[src/rtl/noc_pkg.sv]
// Shared mesh-router definitions: flit width, direction count and the
// direction enumeration used by every router port instance.
package noc_pkg;

    localparam int NOC_FLIT_W  = 35;
    localparam int NOC_NUM_DIR = 5;

    typedef enum logic [2:0] {
        DIR_N,
        DIR_E,
        DIR_W,
        DIR_S,
        DIR_PE
    } noc_dir_e;

    typedef logic [NOC_FLIT_W-1:0] noc_flit_t;

endpackage

[src/rtl/noc_rr_pick.sv]
// Combinational round-robin picker. The search starts one position after
// ptr (the last winner) and wraps, so ptr itself has the lowest priority.
module noc_rr_pick #(
    parameter int NREQ = 4,
    parameter int IW   = (NREQ > 1) ? $clog2(NREQ) : 1
) (
    input  logic [NREQ-1:0] req,
    input  logic [IW-1:0]   ptr,
    output logic [NREQ-1:0] gnt_onehot,
    output logic [IW-1:0]   gnt_idx,
    output logic            any
);

    logic [IW-1:0] cand_idx;

    // Walk ptr+1 .. ptr+NREQ (mod NREQ) and latch the first active request.
    always_comb begin
        gnt_onehot = '0;
        gnt_idx    = '0;
        any        = 1'b0;
        cand_idx   = '0;
        for (int k = 1; k <= NREQ; k++) begin
            cand_idx = IW'((int'(ptr) + k) % NREQ);
            if (!any && req[cand_idx]) begin
                any        = 1'b1;
                gnt_idx    = cand_idx;
                gnt_onehot = NREQ'(1) << cand_idx;
            end
        end
    end

endmodule

[src/rtl/noc_out_port_sched.sv]
// Output-port scheduler: round-robin arbitration of NREQ input directions
// into a DEPTH-entry output FIFO. Optional per-requester grant counters are
// built when the macro NOC_ARB_STATS_EN is defined; otherwise stat_grants
// is tied to zero and stat_clr is ignored.
module noc_out_port_sched
    import noc_pkg::*;
#(
    parameter int WIDTH = NOC_FLIT_W,
    parameter int NREQ  = 4,
    parameter int DEPTH = 2
) (
    input  logic                      clk,
    input  logic                      rst_n,
    input  logic [NREQ-1:0]           in_valid,
    input  logic [NREQ*WIDTH-1:0]     in_data,
    output logic [NREQ-1:0]           in_ready,
    output logic                      out_valid,
    output logic [WIDTH-1:0]          out_data,
    input  logic                      out_ready,
    output logic [$clog2(NREQ)-1:0]   grant_idx,
    output logic                      busy,
    input  logic                      stat_clr,
    output logic [NREQ*16-1:0]        stat_grants
);

    localparam int IW = (NREQ > 1) ? $clog2(NREQ) : 1;
    localparam int AW = $clog2(DEPTH);
    localparam int CW = $clog2(DEPTH + 1);

    // Storage and state
    logic [WIDTH-1:0] mem_q [DEPTH];
    logic [AW-1:0]    wr_ptr_q, wr_ptr_d;
    logic [AW-1:0]    rd_ptr_q, rd_ptr_d;
    logic [CW-1:0]    count_q,  count_d;
    logic [IW-1:0]    rr_ptr_q, rr_ptr_d;
    logic [IW-1:0]    grant_q,  grant_d;

    // Arbitration results
    logic [NREQ-1:0]  gnt_onehot;
    logic [IW-1:0]    gnt_idx;
    logic             gnt_any;
    logic [WIDTH-1:0] in_data_a [NREQ];
    logic [WIDTH-1:0] win_data;

    logic space;
    logic push;
    logic pop;

    // Split the flat input bus into one word per requester.
    for (genvar gi = 0; gi < NREQ; gi++) begin : g_unpack
        assign in_data_a[gi] = in_data[gi*WIDTH +: WIDTH];
    end

    noc_rr_pick #(
        .NREQ (NREQ),
        .IW   (IW)
    ) u_pick (
        .req        (in_valid),
        .ptr        (rr_ptr_q),
        .gnt_onehot (gnt_onehot),
        .gnt_idx    (gnt_idx),
        .any        (gnt_any)
    );

    assign win_data  = in_data_a[gnt_idx];
    assign out_valid = (count_q != '0);
    assign out_data  = mem_q[rd_ptr_q];
    assign pop       = out_valid & out_ready;
    // A full FIFO still has room when its head leaves in the same cycle.
    assign space     = (count_q < CW'(DEPTH)) | pop;
    // While reset is held the FIFO looks empty, so mask the handshake
    // explicitly to keep in_ready low during reset.
    assign push      = rst_n & gnt_any & space;
    assign in_ready  = push ? gnt_onehot : '0;
    assign busy      = out_valid | (|in_valid);
    assign grant_idx = grant_q;

    // Next-state for pointers, occupancy and arbitration history.
    always_comb begin
        wr_ptr_d = wr_ptr_q;
        rd_ptr_d = rd_ptr_q;
        count_d  = count_q;
        rr_ptr_d = rr_ptr_q;
        grant_d  = grant_q;
        if (push) begin
            wr_ptr_d = wr_ptr_q + AW'(1);
            rr_ptr_d = gnt_idx;
            grant_d  = gnt_idx;
        end
        if (pop) begin
            rd_ptr_d = rd_ptr_q + AW'(1);
        end
        case ({push, pop})
            2'b10:   count_d = count_q + CW'(1);
            2'b01:   count_d = count_q - CW'(1);
            default: count_d = count_q;
        endcase
    end

    // Control state register; requester 0 is first after reset.
    always_ff @(posedge clk or negedge rst_n) begin
        if (!rst_n) begin
            wr_ptr_q <= '0;
            rd_ptr_q <= '0;
            count_q  <= '0;
            rr_ptr_q <= IW'(NREQ - 1);
            grant_q  <= '0;
        end else begin
            wr_ptr_q <= wr_ptr_d;
            rd_ptr_q <= rd_ptr_d;
            count_q  <= count_d;
            rr_ptr_q <= rr_ptr_d;
            grant_q  <= grant_d;
        end
    end

    // Packet storage; contents need no reset since count gates visibility.
    always_ff @(posedge clk) begin
        if (push) begin
            mem_q[wr_ptr_q] <= win_data;
        end
    end

`ifdef NOC_ARB_STATS_EN
    // One saturating accepted-packet counter per requester.
    for (genvar gi = 0; gi < NREQ; gi++) begin : g_stat
        logic [15:0] stat_q;

        // Clear has priority over a same-cycle increment.
        always_ff @(posedge clk or negedge rst_n) begin
            if (!rst_n) begin
                stat_q <= '0;
            end else if (stat_clr) begin
                stat_q <= '0;
            end else if (push && gnt_onehot[gi] && (stat_q != 16'hFFFF)) begin
                stat_q <= stat_q + 16'd1;
            end
        end

        assign stat_grants[gi*16 +: 16] = stat_q;
    end
`else
    logic unused_stat_clr;

    assign unused_stat_clr = stat_clr;
    assign stat_grants     = '0;
`endif

endmodule

[config.mk]
export PLATFORM = sky130hd
export DESIGN_NAME = noc_out_port_sched
export DESIGN_NICKNAME = d
export VERILOG_FILES = /design/src/rtl/noc_pkg.sv /design/src/rtl/noc_rr_pick.sv /design/src/rtl/noc_out_port_sched.sv
export SDC_FILE = /design/constraint.sdc
export NUM_CORES = 1
export LEC_CHECK = 0
export ABC_AREA = 1
export BUFFER_PORTS_ARGS = -buffer_cell sky130_fd_sc_hd__buf_4
export CORE_AREA = 2 2 136 112
export DETAILED_ROUTE_END_ITERATION = 7
export DIE_AREA = 0 0 138 114
export GPL_TIMING_DRIVEN = 0
export PLACE_DENSITY = 0.65
export RECOVER_POWER = 100
export SLEW_MARGIN = 10
export SYNTH_ARGS = -nofsm -noshare
export SYNTH_HDL_FRONTEND = slang
export SYNTH_SLANG_ARGS = --single-unit
[constraint.sdc]
create_clock -name clk -period 3.67 [get_ports clk]
set_input_delay 0.367 -clock clk [delete_from_list [all_inputs] [get_ports clk]]
set_output_delay 0.367 -clock clk [all_outputs]
set_load 0.01 [all_outputs]
==> impl_metrics.prom <==
# TYPE chip_impl_metric gauge
chip_impl_metric{name="hold_viol",unit=""} 0
chip_impl_metric{name="setup_viol",unit=""} 0
chip_impl_metric{name="hold_depth",unit=""} 4
chip_impl_metric{name="drt_first_pass_iters",unit=""} 5
chip_impl_metric{name="area_growth",unit="%"} 36.5
chip_impl_metric{name="drc",unit=""} 0
chip_impl_info{name="critical_path.reg2reg.endpoint",value="mem_q[0][16]"} 1
chip_impl_info{name="synthDominantAreaCellType",value="edfxtp_1"} 1
chip_impl_metric{name="insertedDiodeCount",unit=""} 0
chip_impl_metric{name="number_of_vias_after_detailed_routing",unit=""} 5412
chip_impl_metric{name="first_iteration_detailed_routing_drc_count",unit=""} 345
chip_impl_metric{name="fraction_of_the_core_area_covered_by_cells_at_the_end_of_the_flow",unit="%"} 53.2
chip_impl_metric{name="grt.total_usage",unit="%"} 20.6
chip_impl_metric{name="crit_required",unit="ps"} 3300
chip_impl_info{name="hp-class",value="input port to flop"} 1
chip_impl_metric{name="share_comb_of_total_power",unit="%"} 65.5
chip_impl_metric{name="regToRegSetupSlack",unit="ps"} 440
chip_impl_metric{name="final_critical_path_setup_slack",unit="ps"} 401
chip_impl_metric{name="maxClockFrequency",unit="MHz"} 306
chip_impl_metric{name="timing.critical_path.arrival",unit="ps"} 2900
chip_impl_metric{name="postPlaceCellArea",unit="sq um"} 7600
chip_impl_metric{name="grt_pass1_wl",unit="um"} 25600
chip_impl_metric{name="core_footprint",unit="sq um"} 14500
chip_impl_metric{name="clock_skew",unit="ps"} 5.62
chip_impl_metric{name="worstSkewPairLatency",unit="ps"} 330
chip_impl_metric{name="hpwl",unit="um"} 13000
chip_impl_metric{name="worstMarginPinSlew",unit="ps"} 994
chip_impl_info{name="clock-root-buffer",value="clkbuf_16"} 1
chip_impl_metric{name="die_width",unit="um"} 138
chip_impl_metric{name="wl",unit="um"} 16300
chip_impl_metric{name="globalRouteOverflowTotal",unit=""} 0
chip_impl_info{name="tritoncts_clock_tree",value="yes"} 1
chip_impl_metric{name="power.ir.vdd_worst",unit="uV"} 417
chip_impl_metric{name="clockBufferDepth",unit=""} 2
chip_impl_metric{name="design.die.area",unit="sq um"} 15700
chip_impl_info{name="worst_hold_path.endpoint",value="rd_ptr_q"} 1
chip_impl_metric{name="synth_top_cell_area_share",unit="%"} 37.2
chip_impl_info{name="final_common_cell",value="nand2_1"} 1
chip_impl_metric{name="grt_antenna_before_repair",unit=""} 0
chip_impl_metric{name="syn_area",unit="sq um"} 5660
chip_impl_metric{name="grt_start_max_net_pins",unit=""} 28
chip_impl_metric{name="seq_area_frac_synth",unit="%"} 40.8
chip_impl_metric{name="placement.io_buffers",unit=""} 189
chip_impl_metric{name="final.min_clock_period",unit="ps"} 3270
chip_impl_metric{name="fin_tns_setup",unit="ps"} 0
chip_impl_metric{name="maxCapViolCount",unit=""} 0
chip_impl_metric{name="via_count_of_the_first_global_routing_pass",unit=""} 5100
chip_impl_metric{name="drive_above_1_share",unit="%"} 26.4
chip_impl_metric{name="p_seq_share",unit="%"} 24.8
chip_impl_metric{name="power_frac_clock",unit="%"} 9.7
chip_impl_info{name="status",value="completed"} 1
chip_impl_metric{name="crit_path_max_fanout",unit=""} 8
chip_impl_metric{name="synth.avg_cell_area",unit="sq um"} 7.42
chip_impl_metric{name="sw_frac_of_total",unit="%"} 50.7
chip_impl_metric{name="ys_warn_count",unit=""} 0
chip_impl_metric{name="die_h",unit="um"} 114
chip_impl_metric{name="p_per_area",unit="nW/um^2"} 1080
chip_impl_metric{name="gp_congestion",unit=""} 0.840
chip_impl_metric{name="final.period_utilization",unit="%"} 89.1
chip_impl_info{name="most-common-layout-cells",value="nand2_1, buf_4, inv_1"} 1
chip_impl_info{name="rsz_0062_raised_after_global_routing",value="false"} 1
chip_impl_info{name="criticalPathCategory",value="flop to output port"} 1
chip_impl_metric{name="synth_register_bits",unit=""} 78
chip_impl_metric{name="detail_route.wl_per_cell",unit="um"} 13.3
chip_impl_info{name="launch_point_of_the_worst_reg_to_reg_path",value="rr_ptr_q[1]"} 1
chip_impl_metric{name="cts_post_setup_buffers_inserted",unit=""} 0
chip_impl_metric{name="place_ws",unit="ps"} 738
chip_impl_metric{name="final_count_of_pins_violating_max_slew",unit=""} 0
chip_impl_metric{name="cts_inserted_buffers",unit=""} 9
chip_impl_metric{name="num_io_pins",unit=""} 255
chip_impl_metric{name="netlist-cell-type-count",unit=""} 30
chip_impl_metric{name="netSwitchingPower",unit="W"} 0.00423
chip_impl_metric{name="worst_reg2reg_path_depth",unit=""} 12
chip_impl_metric{name="cellInternalPower",unit="W"} 0.00410
chip_impl_metric{name="holdWs",unit="ps"} 417
chip_impl_metric{name="detail-route-antenna-nets",unit=""} 0
chip_impl_metric{name="final_cell_area",unit="sq um"} 7720
chip_impl_metric{name="cts_htree_levels",unit=""} 3
chip_impl_metric{name="relSlewSlack",unit="%"} 33.2
chip_impl_metric{name="layout.nets",unit=""} 1185
chip_impl_metric{name="initial_core_util",unit="%"} 39.0
chip_impl_metric{name="clock_sinks",unit=""} 78
chip_impl_metric{name="route.detailed.vias_per_inst",unit=""} 4.43
chip_impl_info{name="post_synth_main_area_contributors",value="edfxtp_1, nand2_1, nand3_1, buf_4, inv_1"} 1
chip_impl_info{name="startpoint_type",value="flop"} 1
chip_impl_metric{name="p_leak",unit="nW"} 4.20
chip_impl_info{name="min-delay-start",value="out_ready"} 1
chip_impl_info{name="worst_setup_path_end_kind",value="output port"} 1
chip_impl_metric{name="clk_pin_slew",unit="ps"} 60
chip_impl_metric{name="syn-instance-count",unit=""} 762
chip_impl_metric{name="row_count",unit=""} 40
chip_impl_metric{name="layout_filler_cell_count",unit=""} 1446
-- sequential cells by signal, summed over array words and instances, names as in the netlist --
signal / count
mem_q: 70
grant_idx: 2
rr_ptr_q: 2
count_q: 2
rd_ptr_q: 1
wr_ptr_q: 1
-- layout make-up --
type	count	area (sq um)	area share (%)
tap	189	236	3.06
clock buffer	9	225	2.92
clock inverter	7	57.6	0.746
inverter	125	469	6.08
timing repair buffer	192	1320	17.1
sequential	78	2300	29.9
buffer	99	659	8.54
multi-input combinational	523	2450	31.7
-- metal layers --
layer | share of wire (%) | GRT usage (%) | up-vias
met1 | 44 | 27.1 | 2358
li1 | - | - | 2797
met3 | 7.6 | 5.25 | 33
met2 | 46 | 33.5 | 224
met5 | 0 | 0 | -
met4 | 2.4 | 7.14 | 0
-- through the flow --
stage          cells  total power (W)
4_1_cts         1222          0.00868
3_5_place_dp    1205          0.00786
2_1_floorplan    825          0.00577
3_3_place_gp    1203          0.00777
6_report        1222          0.00833
5_1_grt         1222          0.00912
-- power groups by stage --
| stage | clock [W] | combinational (W) | sequential [W] |
|---|---|---|---|
| after floorplan | 0 | 0.00370 | 0.00207 |
| after global placement | 0 | 0.00569 | 0.00209 |
| after detailed placement | 0 | 0.00578 | 0.00208 |
| after CTS | 0.000831 | 0.00579 | 0.00206 |
| after global routing | 0.000863 | 0.00615 | 0.00211 |
| final | 0.000810 | 0.00546 | 0.00206 |
-- Yosys cell counts --
cell type / instances
nand3b_1: 35
nand2_1: 245
nand2_2: 9
conb_1: 1
a21oi_1: 3
edfxtp_1: 70
clkinv_1: 1
dfstp_2: 2
nor3_2: 1
nor2_4: 1
nor2_1: 17
dfrtp_1: 6
nand3_2: 3
buf_2: 15
o21ai_0: 3
a21oi_4: 1
clkbuf_4: 1
a22oi_1: 4
o21ai_1: 1
ha_1: 9
xor2_1: 2
inv_1: 121
nand2_4: 2
xnor2_1: 1
inv_2: 3
nand3_1: 120
clkbuf_1: 9
buf_4: 73
buf_1: 1
nand4_1: 2
-- worst max path at each step --
stage,slack (ps),from,to,cells past startpoint
after global placement,-750,in_valid[0],mem_q[1][23],7
after CTS,540,rr_ptr_q[1],in_ready[3],13
after detailed placement,740,rr_ptr_q[1],mem_q[1][12],12
after global routing,160,rr_ptr_q[1],in_ready[3],13
final,400,rr_ptr_q[1],in_ready[3],13
after floorplan,640,in_valid[2],mem_q[1][0],6
-- cell families after synthesis --
kind of cell,after synthesis,synth area share (%)
and+or+nand+nor,435,35.2
buffers and inverters,224,20.1
DFF,78,40.8
AOI/OAI and AO/OA,12,1.44
adders and majority gates,9,1.99
xor gates and xnor gates,3,0.465
other,1,0.0663
-- critical path, stage by stage (launching register included) --
cell,delay [ps]
dfstp_2,640
inv_1,200
ha_1,430
inv_1,110
nand2_1,120
nand2_4,80
inv_1,110
nand3_1,140
inv_1,80
nand2_1,190
nand3_1,150
nand2_1,50
nor2_1,130
buf_4,130
-- timing repair --
action,4_1_cts,5_1_grt
endpoints found under the setup margin,0,0
gates resized for setup,0,0
endpoints found under the hold margin,6,0
hold buffers,1,0
(Power assumes the default switching activity.)
